File: config.mk
export PLATFORM = sky130hd
export DESIGN_NAME = blackbox_prober
export DESIGN_NICKNAME = d
export VERILOG_FILES = /design/src/rtl/blackbox_prober.sv
export SDC_FILE = /design/constraint.sdc
export NUM_CORES = 1
export LEC_CHECK = 0
export ABC_AREA = 1
export CORE_AREA = 2 2 63 65
export CTS_CLUSTER_DIAMETER = 30
export DETAILED_ROUTE_END_ITERATION = 10
export DIE_AREA = 0 0 65 67
export DONT_BUFFER_PORTS = 1
export PLACE_DENSITY = 0.65
export SYNTH_ARGS = -nofsm -noshare
export SYNTH_HDL_FRONTEND = slang
export SYNTH_SLANG_ARGS = --single-unit
File: constraint.sdc
create_clock -name clock -period 3.8 [get_ports clock]
set_input_delay 0.57 -clock clock [delete_from_list [all_inputs] [get_ports clock]]
set_output_delay 0.57 -clock clock [all_outputs]
set_load 0.1 [all_outputs]
File: src/rtl/blackbox_prober.sv
// blackbox_prober
//   Sweeps all eight {e,u,a} input vectors of the Lab1 blackbox cell in order
//   0..7, samples the cell output x for each one and assembles an 8-bit truth
//   table. At the end of the sweep the table is published together with a
//   mismatch flag and an error count against an expected table.
//
//   `table` and `expect` are SystemVerilog keywords, so those two ports are
//   named truth_table and expected.
//
// Parameters
//   SETTLE      cycles each vector is held; x is sampled on the last one (1..15)
//
// Ports
//   clock        in   single clock, rising edge
//   reset        in   asynchronous, active-low
//   start        in   begin a sweep (looked at in IDLE only)
//   x_in         in   output x of the probed cell
//   expected     in   [7:0] expected table, bit i = x for vector i
//   e_out/u_out/a_out  out  cell inputs = idx[2]/idx[1]/idx[0] while running
//   busy         out  high for the whole sweep
//   done         out  one-cycle pulse after the sweep
//   truth_table  out  [7:0] captured table, bit i = x for vector i
//   valid        out  truth_table holds a complete sweep
//   mismatch     out  truth_table != expected for the last sweep
//   err_cnt      out  [3:0] popcount(truth_table ^ expected)
module blackbox_prober #(
  parameter int SETTLE = 1
) (
  input  logic       clock,
  input  logic       reset,
  input  logic       start,
  input  logic       x_in,
  input  logic [7:0] expected,
  output logic       e_out,
  output logic       u_out,
  output logic       a_out,
  output logic       busy,
  output logic       done,
  output logic [7:0] truth_table,
  output logic       valid,
  output logic       mismatch,
  output logic [3:0] err_cnt
);

  typedef enum logic [1:0] {
    IDLE = 2'd0,
    RUN  = 2'd1,
    DONE = 2'd2
  } state_t;

  localparam logic [3:0] LAST = 4'(SETTLE - 1);

  state_t     state;
  state_t     state_nxt;
  logic [2:0] idx;
  logic [3:0] cnt;
  logic [7:0] shadow;
  logic [7:0] shadow_nxt;
  logic       sample;
  logic       finish;

  function automatic logic [3:0] popcount8(input logic [7:0] v);
    logic [3:0] n;
    n = 4'd0;
    for (int i = 0; i < 8; i++) begin
      n = n + {3'd0, v[i]};
    end
    return n;
  endfunction

  // The final bit is captured on the same edge that publishes the table, so
  // the published value is built from the shadow plus the bit being sampled.
  assign sample = (state == RUN) && (cnt == LAST);
  assign finish = sample && (idx == 3'd7);

  always_comb begin
    shadow_nxt = shadow;
    if (sample) begin
      shadow_nxt[idx] = x_in;
    end
  end

  // State register
  always_ff @(posedge clock or negedge reset) begin
    if (!reset) begin
      state <= IDLE;
    end else begin
      state <= state_nxt;
    end
  end

  // Next-state logic
  always_comb begin
    state_nxt = state;
    case (state)
      IDLE:    if (start) state_nxt = RUN;
      RUN:     if (finish) state_nxt = DONE;
      DONE:    state_nxt = IDLE;
      default: state_nxt = IDLE;
    endcase
  end

  // Output logic
  always_comb begin
    busy  = 1'b0;
    done  = 1'b0;
    e_out = 1'b0;
    u_out = 1'b0;
    a_out = 1'b0;
    case (state)
      RUN: begin
        busy  = 1'b1;
        e_out = idx[2];
        u_out = idx[1];
        a_out = idx[0];
      end
      DONE:    done = 1'b1;
      default: ;
    endcase
  end

  // Sweep counters, capture shadow and published results
  always_ff @(posedge clock or negedge reset) begin
    if (!reset) begin
      idx         <= 3'd0;
      cnt         <= 4'd0;
      shadow      <= 8'd0;
      truth_table <= 8'd0;
      valid       <= 1'b0;
      mismatch    <= 1'b0;
      err_cnt     <= 4'd0;
    end else begin
      case (state)
        IDLE: begin
          if (start) begin
            idx   <= 3'd0;
            cnt   <= 4'd0;
            valid <= 1'b0;
          end
        end
        RUN: begin
          if (sample) begin
            shadow <= shadow_nxt;
            cnt    <= 4'd0;
            if (finish) begin
              truth_table <= shadow_nxt;
              valid       <= 1'b1;
              mismatch    <= (shadow_nxt != expected);
              err_cnt     <= popcount8(shadow_nxt ^ expected);
            end else begin
              idx <= idx + 3'd1;
            end
          end else begin
            cnt <= cnt + 4'd1;
          end
        end
        default: ;
      endcase
    end
  end

endmodule
# Yosys cells after proc, flatten, opt, wreduce, memory -nomap -nowiden
# Index checks and enable logic that the tools add are counted.
[word_totals]
regBits = 31
out_inout_bits = 19
[classes]
n_addsub = 9
magnitude_cmp = 2
eq_ne = 8
muxes = 23
bitwise = 1
reduce_logical = 12
[op_table]
columns = ["op", "n"]
rows = [
  ["$add A4 B1 Y4", 4],
  ["$mux W1", 9],
  ["$mux W3", 3],
  ["$bwmux W8", 1],
  ["$mux W4", 2],
  ["$mux W8", 1],
  ["$ne A2 B2 Y1 const B", 4],
  ["$ne A8 B8 Y1", 1],
  ["$pmux W4 S2", 1],
  ["$reduce_and A4 Y1", 2],
  ["$xor A8 B8 Y8", 1],
  ["$pmux W3 S2", 1],
  ["$reduce_and A2 Y1", 3],
  ["$add A3 B1 Y4", 1],
  ["$add A4 B1 Y4 const B", 1],
  ["$logic_not A4 Y1", 1],
  ["$lt A3 B4 Y1 const B", 1],
  ["$mux W2", 2],
  ["$pmux W2 S2", 1],
  ["$add A2 B1 Y3", 1],
  ["$add A3 B1 Y3 const B", 1],
  ["$demux W1 S3", 1],
  ["$eq A3 B3 Y1 const B", 1],
  ["$ge A3 B1 Y1 const B", 1],
  ["other kinds (8)", 10],
]

# Longest topological paths before layout
# Gate-level depths: netlist (run 1).
[depth]
ltp_word = 14
mapped_depth = 19

# Worst setup path before layout (run 1)
# No wires, ideal clock.
[synth_path]
path_type = "reg-to-reg"
from = "register state[1]"
to = "register err_cnt[2]"
setup_ns = 0.083
arrival_ns = 3.770
t_required_ns = 3.717
path_slack_ns = -0.053
stages_incl_launch_ff = 18
n_path_buf = 0
period_less_slack_ns = 3.853
path_cell_list = "dfrtp_1 > inv_1 > nand2_4 > inv_4 > nand2_2 > nor4_4 > nand2_1 > o21ai_2 > xor2_1 > fa_1 > fa_1 > fa_1 > inv_1 > ha_1 > inv_1 > fa_1 > xor2_1 > o21ai_0"
[synth_between]
elab_chain_cells = 11
[synth_lines]
columns = ["item", "line", "text"]
rows = [
  ["start, declared", "53", "state_t state;"],
  ["start signal, assigned", "88", "state <= state_nxt;"],
  ["$eq A2 B1 Y1 *", "73, 133", ""],
  ["$logic_and A1 B1 Y1", "73", "assign sample = (state == RUN) && (cnt == LAST);"],
  ["$mux W8", "78", "if (sample) begin"],
  ["$xor A8 B8 Y8", "149", "err_cnt <= popcount8(shadow_nxt ^ expected);"],
  ["$add A1 B1 Y2", "66", "n = n + {3'd0, v[i]};"],
  ["$add A2 B1 Y3", "66", ""],
  ["$add A3 B1 Y4", "66", ""],
  ["$add A4 B1 Y4 (4 in series)", "66", ""],
  ["end signal, assigned", "149", ""],
  ["end, declared", "42", "output logic [3:0] err_cnt"],
]
# Mark *: on every way between the ends. The rest lies on a longest branch, timed or not.
# A chain may end at the register's enable or synchronous reset.

# Worst setup path in the final report (run 1)
[layout_path]
from = "register cnt[1]"
to = "register err_cnt[1]"
[layout_between]
elab_chain_cells = 11
[layout_lines]
columns = ["item", "line", "text"]
rows = [
  ["start, declared", "56", "logic [3:0] cnt;"],
  ["start signal, assigned", "154", "cnt <= cnt + 4'd1;"],
  ["$logic_not A4 Y1 *", "73", ""],
  ["$logic_and A1 B1 Y1 *", "73", ""],
  ["$mux W8", "78", ""],
  ["$xor A8 B8 Y8", "149", ""],
  ["$add A1 B1 Y2", "66", ""],
  ["$add A2 B1 Y3", "66", ""],
  ["$add A3 B1 Y4", "66", ""],
  ["$add A4 B1 Y4 (4 in series)", "66", ""],
]
# Marks and branches as above.

==> metrics.csv, run 1 <==
stage,metric,value,unit
yosys,synthesized instance count,236,
drt,vias per inst,4.903,
worst_setup_path,Top delay family on crit path,adder cells,
layout,Layout area overhead,20.85,%
sta,Worst Slack Setup Final,-0.01314,ns
sta,max-slew violations,0,
sta,final setup fails,1,
worst_setup_path,critical path required time,3.96,ns
sta,Fin. Hold Viols,0,
placement,post-DP HPWL,2.889,mm
layout,area of the multi-input gates,963.4,µm²
placement,GP Congestion,0.8288,
sta,clk_skew,0.007765,ns
status,status,"finished, violations left",
clock_network,Clock Path Buffers,2,
die,chip height,67,µm
sta,Rel. slew slack,0.2952,
layout,register area,777.0,µm²
sta,Fin Hold WS,0.1021,ns
grt,initial antenna violation count,0,
yosys,post-synth net total,260,
sta,Worst Tran Pin Value,1.056,ns
die,# rows,22,
grt,first-pass GRT wire length,6.596,mm
worst_setup_path,CP arrival,3.97,ns
clock_network,CTS tree,yes,
layout,most frequent cells in the layout,"nand2_1 (64), inv_1 (35), dfrtp_1 (30)",
worst_setup_path,CP cell instances,inv_2 > ha_4 > nand3_4 > nor4_4 > buf_4 > o21ai_4 > xor2_2 > fa_1 > fa_1 > fa_1 > inv_2 > ha_4 > inv_2 > fa_2 > o21ai_2,
yosys,ys async rst share,1.000,
yosys,ys flop type,dfrtp_1,
run,max cap viols,0,
yosys,post-synthesis register bit count,31,
grt,total gr overflow,0,
worst_hold_path,Hold Path Class,primary input to asynchronous set/reset pin,
die,Die Footprint,0.004355,mm²
clock_network,root buffer cell,clkbuf_8,
drt,DRT Wirelength,3.998,mm
worst_setup_path,Crit Path Class,register to register,
drt,number of DRC markers in iteration 0,57,
yosys,ranking of synthesized cells by area,"dfrtp_1 (42%), nand2_1 (14%), inv_1 (8.3%)",
die,Ports,31,
placement,port buffer count,0,
worst_setup_path,"slowest stage delay, CP",0.58,ns
yosys,post-synth top area cell,dfrtp_1,
clock_network,total CTS buffers,5,
layout,# nets final,283,
worst_setup_path,CP Max Fanout,3,
clock_network,Clock Pin Slew Worst Setup and Hold Paths,0.07,ns
yosys,Post-Syn Area,0.001854,mm²
drt,per-cell routed wire length,12.98,µm
worst_setup_path,Worst Setup Start Kind,register,
drt,TritonRoute pass-1 iters,4,
drt,# DRC,0,
yosys,sequential-to-total area share from yosys stat,0.4184,
layout,antenna fix cells,0,
yosys,Mean Syn Cell Area,7.857,µm²
layout,ratio of cells with drive above 1 in the final layout,0.2462,
worst_setup_path,slowest CP cell,fa_1,
yosys,Yosys cell types,26,
sta,fmax,262.3,MHz
drt,Detail Route Antenna Nets,0,
layout,"commonest non-fill, non-tap cell in the layout",nand2_1,
grt,vias in the first global route,1470,
drt,Vias,1510,
layout,Filler cells,322,
worst_setup_path,critical path capture point type,register,
clock_network,Sink Count,31,
status,failing checks,setup timing,
clock_network,CTS HTree Levels,2,
sta,RSZ-0062 raised after global routing,yes,
die,initial core utilization,0.5142,
yosys,Post-synth EDFFs,0,
worst_setup_path,count of buffer and inverter cells on the critical path,4,
yosys,top cell type's share of synthesized area,0.4184,
sta,fin crit share,1.003,
clock_network,clock latency on the worst-skew pair,0.28,ns
die,die span in x,65,µm
yosys,synth warn,0,
sta,crit path time final,3.813,ns
grt,total track usage,0.2046,
die,total core area,0.003606,mm²
grt,largest net degree at the start of global routing,32,
-- logic make-up after synthesis --
| logic type | after synthesis | synth area share |
|---|---|---|
| flops | 31 | 0.4184 |
| simple gates | 115 | 0.2928 |
| fa+ha+maj | 12 | 0.09717 |
| buf+inv | 49 | 0.1019 |
| xor+xnor | 4 | 0.01889 |
| compound gates | 25 | 0.07086 |
-- synth_stat cells (2+ instances only) --
library cell,count
nand2_4,2
nand2_1,68
nand3b_1,2
nor2_1,15
nand2_2,5
ha_1,8
inv_2,3
fa_1,4
buf_2,2
dfrtp_1,31
nand3_1,16
xor2_1,4
clkbuf_1,2
inv_1,41
nand4_1,2
a21oi_1,2
o21ai_0,20
-- cell type report --
cell class              instances  share of cell area
multi-input cells             156              0.4299
flip-flops and latches         31              0.3467
inverters                      45             0.07761
repair buffers                 20             0.07426
clock buffers                   8             0.04467
well taps                      48             0.02680
-- path summary, 6_finish.rpt --
path / from / end / cells after the start / slack, ns
worst min-delay path: reset / cnt[1]$_DFFE_PN0P_ / 1 / 0.10
max in group asynchronous: reset / state[0]$_DFFE_PN0P_ / 1 / 3.52
min in group clock: start / valid$_DFFE_PN0P_ / 3 / 0.53
worst min register to register: state[0]$_DFFE_PN0P_ / state[0]$_DFFE_PN0P_ / 1 / 0.57
worst max-delay path: cnt[1]$_DFFE_PN0P_ / err_cnt[1]$_DFFE_PN0P_ / 15 / -0.01
worst max register to register: cnt[1]$_DFFE_PN0P_ / err_cnt[1]$_DFFE_PN0P_ / 15 / -0.01
-- flip-flops by register name (all words and copies together), names as in the netlist --
register and flops:
mismatch 1, state 2, shadow 8, idx 3
valid 1, truth_table 8, err_cnt 4, cnt 4
-- worst register-to-register path: stages, from the launching register on --
cell and delay (ns):
dfrtp_1 0.39, inv_2 0.08, ha_4 0.14, nand3_4 0.09
nor4_4 0.24, buf_4 0.16, o21ai_4 0.06, xor2_2 0.17
fa_1 0.58, fa_1 0.46, fa_1 0.50, inv_2 0.09
ha_4 0.13, inv_2 0.03, fa_2 0.52, o21ai_2 0.05
-- per-layer routing --
metal / wire [µm] / track usage / up-vias
met5: 0 / 0 / -
met4: 54 / 0.06383 / 0
met3: 210 / 0.06419 / 7
met2: 1884 / 0.3389 / 36
met1: 1850 / 0.2549 / 697
li1: - / - / 770
-- repair_timing --
item,CTS,global route
pin swaps,7,6
hold buffers,1,0
resized for setup,15,8
endpoints found under the hold margin,31,0
buffers inserted,3,2
setup endpoints to repair,2,2
-- per-stage QoR --
stage	utilization	std cells	cell area (µm²)	setup TNS, ns	setup WS, ns
final	0.6214	308	2241	-0.01314	-0.01314
after global placement	0.5586	294	2014	0	0.06548
after global routing	0.6214	308	2241	-0.2774	-0.1421
after floorplan	-	236	1857	0	0.01406
after detailed placement	0.5586	294	2014	-0.05296	-0.05296
after CTS	0.6079	306	2192	0	0.001527
Power of run 1 is not shown: default switching activity piles up to over one toggle a cycle in this logic, so the estimate is an artifact.
==> inputs of run 2 (changes only) <==
--- a/config.mk
+++ b/config.mk
@@ -7,11 +7,12 @@
 export LEC_CHECK = 0
 export ABC_AREA = 1
 export CORE_AREA = 2 2 63 65
+export CTS_BUF_LIST = sky130_fd_sc_hd__clkbuf_16
 export CTS_CLUSTER_DIAMETER = 30
 export DETAILED_ROUTE_END_ITERATION = 10
 export DIE_AREA = 0 0 65 67
 export DONT_BUFFER_PORTS = 1
-export PLACE_DENSITY = 0.65
+export PLACE_DENSITY = 0.63
 export SYNTH_ARGS = -nofsm -noshare
 export SYNTH_HDL_FRONTEND = slang
 export SYNTH_SLANG_ARGS = --single-unit
==> constraint.sdc (replaced) <==
create_clock -name clock -period 4.1 [get_ports clock]
set_input_delay 0.615 -clock clock [delete_from_list [all_inputs] [get_ports clock]]
set_output_delay 0.615 -clock clock [all_outputs]
set_load 0.1 [all_outputs]
==> metrics.csv, run 2 (same netlist as run 1, synthesis figures left out) <==
stage,metric,value,unit
clock_network,CTS tree,yes,
layout,ratio of cells with drive above 1 in the final layout,0.1276,
grt,first-pass GRT wire length,6.078,mm
sta,setup tns final,0,ns
clock_network,Clock Path Buffers,2,
placement,Placed Area,0.001922,mm²
grt,total track usage,0.1920,
grt,initial antenna violation count,0,
sta,final setup fails,0,
layout,final instance area,0.002082,mm²
placement,port buffer count,0,
worst_setup_path,critical path capture point type,register,
die,die span in x,65,µm
die,chip height,67,µm
clock_network,CTS HTree Levels,2,
worst_setup_path,critical path required time,4.29,ns
drt,TritonRoute pass-1 iters,4,
layout,fin cells,291,
sta,fin crit share,0.9384,
drt,per-cell routed wire length,12.20,µm
run,max cap viols,0,
worst_setup_path,CP Max Fanout,7,
die,total core area,0.003606,mm²
clock_network,Sink Count,31,
layout,# nets final,266,
sta,Fin. Hold Viols,0,
clock_network,Clock Pin Slew Worst Setup and Hold Paths,0.05,ns
worst_hold_path,Hold Path Class,primary input to asynchronous set/reset pin,
clock_network,root buffer cell,clkbuf_16,
placement,post-DP HPWL,2.642,mm
die,initial core utilization,0.5142,
drt,number of DRC markers in iteration 0,42,
drt,Detail Route Antenna Nets,0,
drt,# DRC,0,
clock_network,clock latency on the worst-skew pair,0.28,ns
grt,largest net degree at the start of global routing,32,
layout,antenna fix cells,0,
worst_setup_path,"slowest stage delay, CP",0.51,ns
layout,"commonest non-fill, non-tap cell in the layout",nand2_1,
drt,DRT Wirelength,3.551,mm
sta,Worst Tran Pin Value,1.065,ns
sta,max-slew violations,0,
placement,Inst Count DP,282,
layout,biggest regs,"shadow (8), truth_table (8)",
sta,crit path time final,3.847,ns
grt,total gr overflow,0,
drt,vias per inst,4.828,
sta,fmax,259.9,MHz
placement,Setup Slack @ Placement,0.1520,ns
grt,vias in the first global route,1311,
placement,GP Congestion,0.7704,
sta,Worst Slack Setup Final,0.2528,ns
layout,most frequent cells in the layout,"nand2_1 (68), inv_1 (43), dfrtp_1 (31)",
die,# rows,22,
die,Die Footprint,0.004355,mm²
worst_setup_path,slowest CP cell,fa_1,
sta,Rel. slew slack,0.2890,
drt,Vias,1405,
worst_setup_path,CP dominant cell by count,fa_1,
die,Ports,31,
worst_setup_path,Worst Setup Start Kind,register,
worst_setup_path,CP arrival,4.03,ns
layout,Layout area overhead,12.28,%
sta,clk_skew,0.005199,ns
worst_setup_path,Crit Path Class,register to register,
status,status,completed,
clock_network,total CTS buffers,5,
worst_setup_path,CP cell instances,inv_1 > nand2_4 > inv_4 > nand2_2 > nor4_4 > nand2_1 > o21ai_2 > xor2_2 > fa_1 > fa_1 > fa_1 > inv_1 > ha_1 > inv_1 > fa_1 > xor2_1 > o21ai_1,
==> run 2: cell types whose count changed in the layout (fill, tap and decap cells not counted), sizes merged <==
cell | previous run | this run
inv | 45 | 47
clkinv | 0 | 1
buf | 20 | 3
clkbuf | 8 | 5
==> run 2: final timing paths <==
| check | end | cells past startpoint | from | slack [ns] |
|---|---|---|---|---|
| max in group asynchronous | mismatch$_DFFE_PN0P_ | 0 | reset | 3.99 |
| worst min-delay path | shadow[0]$_DFFE_PN0P_ | 0 | reset | 0.03 |
| worst max register to register | err_cnt[2]$_DFFE_PN0P_ | 17 | state[1]$_DFFE_PN0P_ | 0.25 |
| min in group clock | shadow[0]$_DFFE_PN0P_ | 2 | shadow[0]$_DFFE_PN0P_ | 0.51 |
| worst max-delay path | err_cnt[2]$_DFFE_PN0P_ | 17 | state[1]$_DFFE_PN0P_ | 0.25 |
| worst min register to register | shadow[0]$_DFFE_PN0P_ | 2 | shadow[0]$_DFFE_PN0P_ | 0.51 |
==> run 2: cell type report <==
| class | instances | area, µm² |
|---|---|---|
| timing repair buffer | 3 | 22.52 |
| clock inverter | 3 | 12.51 |
| tap | 48 | 60.06 |
| clock buffer | 5 | 125.1 |
| fill | 333 | 1524 |
| multi-input combinational | 156 | 914.6 |
| inverter | 45 | 171.4 |
| sequential | 31 | 775.7 |
==> run 2: what timing repair did <==
| action | CTS | global route |
|---|---|---|
| endpoints found under the setup margin | 0 | 2 |
| setup buffers | 0 | 1 |
| resized for setup | 0 | 3 |
| hold buffers | 0 | 0 |
==> run 2: through the flow <==
stage               hold slack (ns)  utilization
floorplan                    0.3194            -
global placement             0.3202       0.5330
global route                0.02400       0.5774
detailed placement           0.3203       0.5330
CTS                         0.02799       0.5711
finish                      0.03319       0.5774
==> run 2: per-layer routing <==
metal	GRT usage	vias to the layer above	wire, µm
met3	0.05743	7	182
met4	0.09574	0	75
met1	0.2476	638	1712
li1	-	735	-
met5	0	-	0
met2	0.2925	25	1581
==> run 2: worst max-delay path, delay by kind of cell (launching register included) <==
kind	cells	cell delay (ns)
adder cells (fa/ha/maj)	5	1.87
AND/OR/NAND/NOR	4	0.58
buffers and inverters	4	0.37
XOR/XNOR	2	0.36
flip-flops	1	0.35
AO/OA/AOI/OAI	2	0.25
Power of run 2 is left out for the same reason.
==> inputs of run 3 (changes only) <==
--- a/config.mk
+++ b/config.mk
@@ -6,13 +6,14 @@
 export NUM_CORES = 1
 export LEC_CHECK = 0
 export ABC_AREA = 1
-export CORE_AREA = 2 2 63 65
+export CORE_AREA = 2 2 57 72
 export CTS_BUF_LIST = sky130_fd_sc_hd__clkbuf_16
 export CTS_CLUSTER_DIAMETER = 30
 export DETAILED_ROUTE_END_ITERATION = 10
-export DIE_AREA = 0 0 65 67
+export DIE_AREA = 0 0 59 74
 export DONT_BUFFER_PORTS = 1
-export PLACE_DENSITY = 0.63
+export GPL_TIMING_DRIVEN = 0
+export PLACE_DENSITY = 0.62
 export SYNTH_ARGS = -nofsm -noshare
 export SYNTH_HDL_FRONTEND = slang
 export SYNTH_SLANG_ARGS = --single-unit
==> metrics.csv, run 3 (same netlist as run 1, synthesis figures left out) <==
stage,metric,value,unit
sta,Rel. slew slack,0.2874,
die,chip height,74,µm
layout,"commonest non-fill, non-tap cell in the layout",nand2_1,
grt,routing usage on met3,0.05739,
sta,setup tns final,0,ns
clock_network,root buffer cell,clkbuf_16,
die,Ports,31,
clock_network,cts hold-fix bufs,0,
run,max cap viols,0,
layout,Filler cells,349,
status,status,completed,
die,die span in x,59,µm
drt,number of DRC markers in iteration 0,35,
sta,crit path time final,3.893,ns
layout,# nets final,274,
grt,largest net degree at the start of global routing,32,
worst_setup_path,critical path capture point type,register,
layout,register area,777.0,µm²
sta,final setup fails,0,
sta,max-slew violations,0,
worst_setup_path,CP Max Fanout,3,
clock_network,CTS tree,yes,
layout,ratio of cells with drive above 1 in the final layout,0.1640,
placement,port buffer count,0,
grt,vias in the first global route,1380,
clock_network,Clock Pin Slew Worst Setup and Hold Paths,0.05,ns
sta,fin crit share,0.9495,
sta,Worst Tran Pin Value,1.068,ns
layout,area of the multi-input gates,933.4,µm²
grt,total track usage,0.1928,
placement,post-DP HPWL,2.809,mm
drt,TritonRoute pass-1 iters,4,
sta,clk_skew,0.002819,ns
worst_setup_path,Worst Setup Start Kind,register,
sta,fmax,256.9,MHz
clock_network,total CTS buffers,5,
drt,per-cell routed wire length,13.11,µm
worst_hold_path,Hold Path Class,primary input to asynchronous set/reset pin,
clock_network,clock latency on the worst-skew pair,0.27,ns
grt,initial antenna violation count,0,
layout,most frequent cells in the layout,"nand2_1 (67), inv_1 (39), dfrtp_1 (30)",
layout,final instance area,0.002162,mm²
sta,Fin. Hold Viols,0,
drt,vias per inst,5.031,
layout,biggest regs,"shadow (8), truth_table (8)",
sta,RSZ-0062 raised after global routing,no,
sta,Fin Hold WS,0.03748,ns
clock_network,Sink Count,31,
die,Die Footprint,0.004366,mm²
clock_network,CTS HTree Levels,2,
placement,GP Congestion,0.8098,
drt,DRT Wirelength,3.802,mm
layout,antenna fix cells,0,
drt,Detail Route Antenna Nets,0,
grt,GRT busiest layer,met2,
die,total core area,0.003691,mm²
drt,Vias,1459,
placement,Placed Area,0.001914,mm²
die,initial core utilization,0.5024,
grt,first-pass GRT wire length,6.210,mm
drt,# DRC,0,
grt,met2 Resource Use GR,0.3148,
worst_setup_path,CP arrival,4.04,ns
layout,Layout area overhead,16.60,%
grt,GR Layer Usage met1,0.2396,
clock_network,Clock Path Buffers,2,
die,# rows,25,
worst_setup_path,Crit Path Class,register to register,
grt,total gr overflow,0,
worst_setup_path,critical path required time,4.25,ns
[run 3: changes by cell type in the layout (fill, tap and decap cells not counted), sizes merged]
| cell | previous run | this run |
|---|---|---|
| inv | 47 | 44 |
| buf | 3 | 9 |
| clkinv | 1 | 3 |
| clkbuf | 5 | 7 |
[run 3: critical path, cell delays in order (launching register included)]
cell and delay (ns):
dfrtp_1 0.39, inv_1 0.10, ha_1 0.20, nand3_4 0.14, nor4_4 0.17, buf_4 0.16, o21ai_4 0.07, xor2_2 0.19
fa_1 0.56, fa_1 0.43, fa_1 0.44, inv_1 0.07, ha_1 0.15, inv_1 0.05, fa_1 0.37, xor2_1 0.16
o21ai_1 0.09
[run 3: worst paths after layout]
check / endpoint / from / slack, ns / depth (start not counted)
max in group asynchronous: state[0]$_DFFE_PN0P_ / reset / 3.97 / 0
hold reg to reg: shadow[0]$_DFFE_PN0P_ / shadow[0]$_DFFE_PN0P_ / 0.54 / 2
setup reg to reg: err_cnt[2]$_DFFE_PN0P_ / cnt[0]$_DFFE_PN0P_ / 0.21 / 16
setup / recovery: err_cnt[2]$_DFFE_PN0P_ / cnt[0]$_DFFE_PN0P_ / 0.21 / 16
hold / removal: shadow[4]$_DFFE_PN0P_ / reset / 0.04 / 0
min in group clock: shadow[0]$_DFFE_PN0P_ / shadow[0]$_DFFE_PN0P_ / 0.54 / 2
[run 3: repair_timing]
| action | CTS | global route |
|---|---|---|
| pin swaps | 0 | 4 |
| setup buffers | 0 | 7 |
| setup endpoints to repair | 2 | 2 |
| resized for setup | 2 | 14 |
| gates cloned | 0 | 0 |
[run 3: final cells by class]
class / instances / area share
multi-input cells: 156 / 0.4317
flip-flops and latches: 31 / 0.3594
inverters: 45 / 0.09144
clock buffers: 5 / 0.05787
repair buffers: 7 / 0.02431
well taps: 40 / 0.02315
plain buffers: 4 / 0.008102
clock inverters: 2 / 0.004051
[run 3: layer usage]
| metal | routed length, µm | vias up |
|---|---|---|
| met2 | 1883 | 24 |
| met1 | 1677 | 676 |
| met4 | 57 | 0 |
| met3 | 184 | 6 |
| met5 | 0 | - |
| li1 | - | 753 |
[run 3: metrics by stage]
| stage | setup slack, ns | cells | util |
|---|---|---|---|
| 2_1_floorplan | 0.2472 | 236 | - |
| 5_1_grt | 0.004921 | 290 | 0.5858 |
| 3_5_place_dp | -0.07976 | 276 | 0.5186 |
| 6_report | 0.2071 | 290 | 0.5858 |
| 4_1_cts | 0.02438 | 283 | 0.5563 |
| 3_3_place_gp | -0.02306 | 276 | 0.5159 |
Power of run 3 is left out for the same reason.
